File: src/rtl/vga_sprite_if.sv
// Signals between the VGA timing / image ROM side (master) and the sprite engine (slave).
interface vga_sprite_if #(
  parameter int ADDR_W = 15
);
  logic [10:0]       hc;
  logic [10:0]       vc;
  logic              blank;
  logic [10:0]       pos_x;
  logic [10:0]       pos_y;
  logic [7:0]        mem_value;
  logic [ADDR_W-1:0] rom_addr;
  logic [2:0]        R;
  logic [2:0]        G;
  logic [1:0]        B;
  logic              inside_image;
  logic              blank_out;

  modport master (
    output hc, vc, blank, pos_x, pos_y, mem_value,
    input  rom_addr, R, G, B, inside_image, blank_out
  );

  modport slave (
    input  hc, vc, blank, pos_x, pos_y, mem_value,
    output rom_addr, R, G, B, inside_image, blank_out
  );
endinterface

File: src/rtl/vga_sprite_engine.sv
// Maps the raster position onto a scaled, movable ROM sprite and emits keyed 3-3-2 RGB
// aligned with a delayed blank; latency from hc/vc to RGB is ROM_LAT+2 cycles.
module vga_sprite_engine #(
  parameter int         VGA_WIDTH  = 640,
  parameter int         VGA_HEIGHT = 480,
  parameter int         IMG_WIDTH  = 181,
  parameter int         IMG_HEIGHT = 181,
  parameter int         SCALE      = 1,
  parameter int         ADDR_W     = 15,
  parameter int         ROM_LAT    = 1,
  parameter bit         TRANSP_EN  = 1'b1,
  parameter logic [7:0] TRANSP_KEY = 8'hE3,
  parameter int         DEF_X      = (VGA_WIDTH - IMG_WIDTH*SCALE)/2,
  parameter int         DEF_Y      = (VGA_HEIGHT - IMG_HEIGHT*SCALE)/2
) (
  input logic         clk,
  input logic         rst,
  vga_sprite_if.slave bus
);

  logic [10:0]       cur_x_q, cur_x_d, cur_y_q, cur_y_d;
  logic              frame_ok_q, frame_ok_d;
  logic              v_in_q, v_in_d;
  logic [3:0]        rsub_q, rsub_d;
  logic [10:0]       row_q, row_d;
  logic [ADDR_W-1:0] row_base_q, row_base_d;
  logic              h_in_q, h_in_d;
  logic [3:0]        csub_q, csub_d;
  logic [10:0]       col_q, col_d;
  logic [ADDR_W-1:0] rom_addr_q, rom_addr_d;
  logic [ROM_LAT:0]  hit_pipe_q, hit_pipe_d;
  logic [ROM_LAT:0]  blank_pipe_q, blank_pipe_d;
  logic [7:0]        rgb_q, rgb_d;
  logic              inside_q, inside_d;
  logic              blank_out_q, blank_out_d;
  logic              frame_start, hit_now, opaque;

  always_comb begin
    frame_start = (bus.hc == '0) && (bus.vc == '0);
    cur_x_d     = frame_start ? bus.pos_x : cur_x_q;
    cur_y_d     = frame_start ? bus.pos_y : cur_y_q;
    // nothing is drawn after a reset until a full frame start has been seen
    frame_ok_d  = frame_ok_q | frame_start;

    v_in_d     = v_in_q;
    rsub_d     = rsub_q;
    row_d      = row_q;
    row_base_d = row_base_q;
    if (bus.hc == '0) begin
      if (frame_ok_d && (bus.vc == cur_y_d)) begin
        v_in_d     = 1'b1;
        rsub_d     = '0;
        row_d      = '0;
        row_base_d = '0;
      end else if (v_in_q) begin
        if (rsub_q == 4'(SCALE-1)) begin
          rsub_d = '0;
          if (row_q == 11'(IMG_HEIGHT-1)) begin
            v_in_d = 1'b0;
          end else begin
            row_d      = row_q + 11'd1;
            row_base_d = row_base_q + ADDR_W'(IMG_WIDTH);
          end
        end else begin
          rsub_d = rsub_q + 4'd1;
        end
      end
    end

    // horizontal start sees the vertical update of the same cycle
    h_in_d = h_in_q;
    csub_d = csub_q;
    col_d  = col_q;
    if (bus.hc == cur_x_d) begin
      h_in_d = 1'b1;
      csub_d = '0;
      col_d  = '0;
    end else if (h_in_q) begin
      if (csub_q == 4'(SCALE-1)) begin
        csub_d = '0;
        if (col_q == 11'(IMG_WIDTH-1)) h_in_d = 1'b0;
        else                           col_d  = col_q + 11'd1;
      end else begin
        csub_d = csub_q + 4'd1;
      end
    end

    hit_now      = h_in_d && v_in_d && !bus.blank && (bus.hc < 11'(VGA_WIDTH));
    rom_addr_d   = hit_now ? (row_base_d + ADDR_W'(col_d)) : '0;
    hit_pipe_d   = {hit_pipe_q[ROM_LAT-1:0], hit_now};
    blank_pipe_d = {blank_pipe_q[ROM_LAT-1:0], bus.blank};

    opaque = !(TRANSP_EN && (bus.mem_value == TRANSP_KEY));
    if (hit_pipe_q[ROM_LAT] && opaque) begin
      rgb_d    = bus.mem_value;
      inside_d = 1'b1;
    end else begin
      rgb_d    = '0;
      inside_d = 1'b0;
    end
    blank_out_d = blank_pipe_q[ROM_LAT];
  end

  always_ff @(posedge clk) begin
    if (rst) begin
      cur_x_q      <= 11'(DEF_X);
      cur_y_q      <= 11'(DEF_Y);
      frame_ok_q   <= 1'b0;
      v_in_q       <= 1'b0;
      rsub_q       <= '0;
      row_q        <= '0;
      row_base_q   <= '0;
      h_in_q       <= 1'b0;
      csub_q       <= '0;
      col_q        <= '0;
      rom_addr_q   <= '0;
      hit_pipe_q   <= '0;
      blank_pipe_q <= '1;
      rgb_q        <= '0;
      inside_q     <= 1'b0;
      blank_out_q  <= 1'b1;
    end else begin
      cur_x_q      <= cur_x_d;
      cur_y_q      <= cur_y_d;
      frame_ok_q   <= frame_ok_d;
      v_in_q       <= v_in_d;
      rsub_q       <= rsub_d;
      row_q        <= row_d;
      row_base_q   <= row_base_d;
      h_in_q       <= h_in_d;
      csub_q       <= csub_d;
      col_q        <= col_d;
      rom_addr_q   <= rom_addr_d;
      hit_pipe_q   <= hit_pipe_d;
      blank_pipe_q <= blank_pipe_d;
      rgb_q        <= rgb_d;
      inside_q     <= inside_d;
      blank_out_q  <= blank_out_d;
    end
  end

  assign bus.rom_addr     = rom_addr_q;
  assign bus.R            = rgb_q[7:5];
  assign bus.G            = rgb_q[4:2];
  assign bus.B            = rgb_q[1:0];
  assign bus.inside_image = inside_q;
  assign bus.blank_out    = blank_out_q;

endmodule

File: src/flat_wrapper.sv
// flat-port wrapper written by rule: the top's interface ports become plain ports
module vga_sprite_engine_flat 
#(
  parameter int         VGA_WIDTH  = 640,
  parameter int         VGA_HEIGHT = 480,
  parameter int         IMG_WIDTH  = 181,
  parameter int         IMG_HEIGHT = 181,
  parameter int         SCALE      = 1,
  parameter int         ADDR_W     = 15,
  parameter int         ROM_LAT    = 1,
  parameter bit         TRANSP_EN  = 1'b1,
  parameter logic [7:0] TRANSP_KEY = 8'hE3,
  parameter int         DEF_X      = (VGA_WIDTH - IMG_WIDTH*SCALE)/2,
  parameter int         DEF_Y      = (VGA_HEIGHT - IMG_HEIGHT*SCALE)/2
)
  (clk, rst, bus_hc, bus_vc, bus_blank, bus_pos_x, bus_pos_y, bus_mem_value, bus_rom_addr, bus_R, bus_G, bus_B, bus_inside_image, bus_blank_out);
  vga_sprite_if #(.ADDR_W(ADDR_W)) bus_i ();
  input logic clk;
  input logic rst;
  input wire logic [$bits(bus_i.hc)-1:0] bus_hc;
  input wire logic [$bits(bus_i.vc)-1:0] bus_vc;
  input wire logic [$bits(bus_i.blank)-1:0] bus_blank;
  input wire logic [$bits(bus_i.pos_x)-1:0] bus_pos_x;
  input wire logic [$bits(bus_i.pos_y)-1:0] bus_pos_y;
  input wire logic [$bits(bus_i.mem_value)-1:0] bus_mem_value;
  output wire logic [$bits(bus_i.rom_addr)-1:0] bus_rom_addr;
  output wire logic [$bits(bus_i.R)-1:0] bus_R;
  output wire logic [$bits(bus_i.G)-1:0] bus_G;
  output wire logic [$bits(bus_i.B)-1:0] bus_B;
  output wire logic [$bits(bus_i.inside_image)-1:0] bus_inside_image;
  output wire logic [$bits(bus_i.blank_out)-1:0] bus_blank_out;
  assign bus_i.hc = bus_hc;
  assign bus_i.vc = bus_vc;
  assign bus_i.blank = bus_blank;
  assign bus_i.pos_x = bus_pos_x;
  assign bus_i.pos_y = bus_pos_y;
  assign bus_i.mem_value = bus_mem_value;
  assign bus_rom_addr = bus_i.rom_addr;
  assign bus_R = bus_i.R;
  assign bus_G = bus_i.G;
  assign bus_B = bus_i.B;
  assign bus_inside_image = bus_i.inside_image;
  assign bus_blank_out = bus_i.blank_out;
  vga_sprite_engine #(.VGA_WIDTH(VGA_WIDTH), .VGA_HEIGHT(VGA_HEIGHT), .IMG_WIDTH(IMG_WIDTH), .IMG_HEIGHT(IMG_HEIGHT), .SCALE(SCALE), .ADDR_W(ADDR_W), .ROM_LAT(ROM_LAT), .TRANSP_EN(TRANSP_EN), .TRANSP_KEY(TRANSP_KEY), .DEF_X(DEF_X), .DEF_Y(DEF_Y)) u_core (.clk(clk), .rst(rst), .bus(bus_i));
endmodule
File: config.mk
export PLATFORM = sky130hd
export DESIGN_NAME = vga_sprite_engine_flat
export DESIGN_NICKNAME = d
export VERILOG_FILES = /design/src/rtl/vga_sprite_if.sv /design/src/rtl/vga_sprite_engine.sv /design/src/flat_wrapper.sv
export SDC_FILE = /design/constraint.sdc
export NUM_CORES = 1
export LEC_CHECK = 0
export BUFFER_PORTS_ARGS = -buffer_cell sky130_fd_sc_hd__clkbuf_2
export CAP_MARGIN = 20
export CORE_MARGIN = 1.5
export CORE_UTILIZATION = 60
export DETAILED_ROUTE_END_ITERATION = 6
export PLACE_DENSITY_LB_ADDON = 0.1
export SYNTH_ARGS = -nofsm -noshare
export SYNTH_HDL_FRONTEND = slang
export SYNTH_SLANG_ARGS = --single-unit
export TNS_END_PERCENT = 50
File: constraint.sdc
create_clock -name clk -period 11.94 [get_ports clk]
set_input_delay 0.597 -clock clk [delete_from_list [all_inputs] [get_ports clk]]
set_output_delay 0.597 -clock clk [all_outputs]
set_load 0.005 [all_outputs]
==> flow_summary.ini <==
[clocking]
tritoncts = yes
ctsLongestPathBuffers = 2
cts-htree-levels = 3
clk_latency_ps = 380
cts_hold_buffers = 0
clock_tree.root_cell = clkbuf_8
cts_resized = 0
cts.clk_slew.worst_paths_ps = 100
clock-sinks = 99
numCtsBuffers = 9
post-cts-setup-buffers = 0

[worst_setup_path]
startpoint_type = input pin
cpMostUsedCell = nor4_2
cp-startpoint = bus_hc[1]
cp_data_arrival_time_ps = 5310
cp-end-kind = flip-flop
critPathKind = input pin to flip-flop
rr_startpoint = u_core.cur_y_q[0]
worstPathMaxFanout = 20
crit_chain = clkbuf_2 > nor4_2 > and3_1 > nand2_2 > o311ai_2 > nand2b_1 > nor2_4 > nor2_1 > ha_1 > inv_1 > fa_1 > nor2b_1 > o2111ai_1 > and4_1 > nor3_1 > o32ai_1 > o31a_1 > nor4_2
slowest_delay_ps = 630
required_ps = 12230
slowest_stage = and3_1

[yosys]
ys.flop_type = dfxtp_1
synth_top_area_share_pct = 36.06
synth_cell_types = 69
synth.avg_cell_area_um2 = 8.588
yosysWarnings = 0
synth.most_common_cell = dfxtp_1
synth_nets = 716
async_reset_ff_share_pct = 0
synth_area_leaders = dfxtp_1, nor2_1, xnor2_1
ys_ff_latch = 99
netlist_instances = 640
synthTopCellsByCount = dfxtp_1, nor2_1, nand2_1
synth_area_um2 = 5497
synth_top_area_cell = dfxtp_1
synth-edff-count = 0
synth.yosys.seq_area_share_pct = 36.06

[routing]
wirelength_mm = 11.82
wl_per_cell_um = 14.40
vias = 4658
dr.first_iter.drc_count = 192
dr.pass1.iters = 7
viasPerCell = 5.674
ant_nets = 0
drc = 14

[power_and_ir_drop]
p_per_area_nw_per_um2 = 96.63
irDropWorstVdd_mv = 0.06518
leakage_nw = 2.375
total_power_mw = 0.5904

[layout]
nNetsFinal = 784
antenna_cells = 0
syn_to_final_growth_pct = 11.15
n_fill_cell = 755
layout-drive-gt1-share_pct = 20.62
final_cells = 821

[place]
gp_congestion = 0.9144
numPortBuffers = 79
hpwl_mm = 8.710
place_inst = 804

[worst_hold_path]
hold_start = u_core.blank_pipe_q[0]
hold_class = flip-flop to flip-flop

[timing]
rsz0062_at_grt = no
finalClockSkew_ps = 12.21
relSlewSlack_pct = 35.22
drv_slew = 0
worstMarginPinSlew_ps = 947.2
post-route-period-util_pct = 42.00
setup_violations = 0
fmax_mhz = 199.4
fin_crit_ps = 5014
hold_viol_final = 0
setup_tns_ps = 0

[floorplanning]
die_area_um2 = 9744
ioPinCount = 80
initial_core_util_pct = 62.42
core_um2 = 8806
rows = 34
die_w_um = 98.71
die_h_um = 98.71

[global_route]
grt_use_total_pct = 25.08
grt_pass1_wl_mm = 20.08
grt_antenna_before_repair = 0
grt.overflow.total = 0
grt_max_degree = 57
grt_pass1_vias = 4460

[outcome]
outcome = complete, but fails checks
violations = design-rule violations

[flow_run]
cap_violations = 0
## logic make-up (layout without fill, tap and decap cells)
family / Yosys count / after routing / share of synthesized area, %
adders and majority gates: 21 / 21 / 4.917
buffers and inverters: 60 / 133 / 5.349
and+or+nand+nor: 302 / 302 / 31.28
xor gates and xnor gates: 53 / 53 / 8.445
muxes: 5 / 5 / 0.9333
AOI/OAI and AO/OA: 100 / 100 / 13.02
DFF: 99 / 99 / 36.06
## per-stage QoR
stage / setup WS (ps) / cell area, µm² / util, % / hold slack (ps)
after detailed placement: 6087 / 5876 / 66.72 / 404.5
after floorplan: 7707 / 5497 / - / 389.5
after CTS: 6452 / 6082 / 69.07 / 425.0
after global placement: 6343 / 5876 / 66.72 / 401.0
final: 6926 / 6110 / 69.38 / 426.4
after global routing: 6501 / 6110 / 69.38 / 428.8
## power by group
| group | leakage [nW] | total (mW) | switching (mW) | internal, mW |
|---|---|---|---|---|
| Sequential | 0.798 | 0.330 | 0.0000913 | 0.330 |
| Clock | 0.104 | 0.229 | 0.128 | 0.101 |
| Combinational | 1.47 | 0.0306 | 0.0178 | 0.0128 |
| Total | 2.38 | 0.590 | 0.146 | 0.444 |
## routing by layer
| metal | track usage, % | routed length, µm | vias to the layer above |
|---|---|---|---|
| met2 | 41.03 | 5581 | 115 |
| met5 | 0 | 0 | - |
| met1 | 33.68 | 5553 | 2168 |
| li1 | - | - | 2359 |
| met4 | 8.681 | 180 | 0 |
| met3 | 4.326 | 507 | 16 |
## placed cells by master (no fill, tap or decap), drive strengths merged, types with 9 or more instances in the layout
| cell | n |
|---|---|
| ha | 20 |
| nor2 | 79 |
| and2 | 12 |
| clkbuf | 88 |
| xnor2 | 33 |
| nor2b | 14 |
| nor3 | 48 |
| nand2 | 57 |
| nand3 | 22 |
| o21ai | 18 |
| inv | 40 |
| a21oi | 36 |
| dfxtp | 99 |
| xor2 | 20 |
| nand4 | 9 |
| nor4 | 15 |
## worst paths after layout
| check | to | slack [ps] | cells after the start |
|---|---|---|---|
| worst max-delay path | u_core.bus.rom_addr[14] | 6930 | 18 |
| worst min-delay path | u_core.blank_pipe_q[1] | 430 | 1 |
| worst max register to register | u_core.bus.rom_addr[14] | 7330 | 17 |
| worst min register to register | u_core.blank_pipe_q[1] | 430 | 1 |
## cell type report
| cell class | count | area, µm² | share of cell area, % |
|---|---|---|---|
| inverters | 36 | 135.1 | 2.212 |
| well taps | 108 | 135.1 | 2.212 |
| flip-flops and latches | 99 | 1982 | 32.44 |
| repair buffers | 81 | 430.4 | 7.045 |
| multi-input cells | 481 | 3221 | 52.71 |
| clock inverters | 7 | 82.58 | 1.352 |
| clock buffers | 9 | 123.9 | 2.027 |
## worst max-delay path, delay by kind of cell
kind | cells | cell delay (ps)
AO/OA/AOI/OAI | 4 | 1150
AND/OR/NAND/NOR | 10 | 2780
buffers and inverters | 2 | 180
adder cells (fa/ha/maj) | 2 | 590
## flip-flops by register name, summed over array words and instances (netlist names), 2 cells and up
name and cells:
u_core.bus.rom_addr 15, u_core.row_base_q 15, u_core.col_q 11, u_core.cur_x_q 11, u_core.cur_y_q 11, u_core.row_q 11
u_core.rgb_q 8, u_core.csub_q 4, u_core.rsub_q 4, u_core.blank_pipe_q 2, u_core.hit_pipe_q 2
Note: power is estimated with default switching activity, not from simulation.
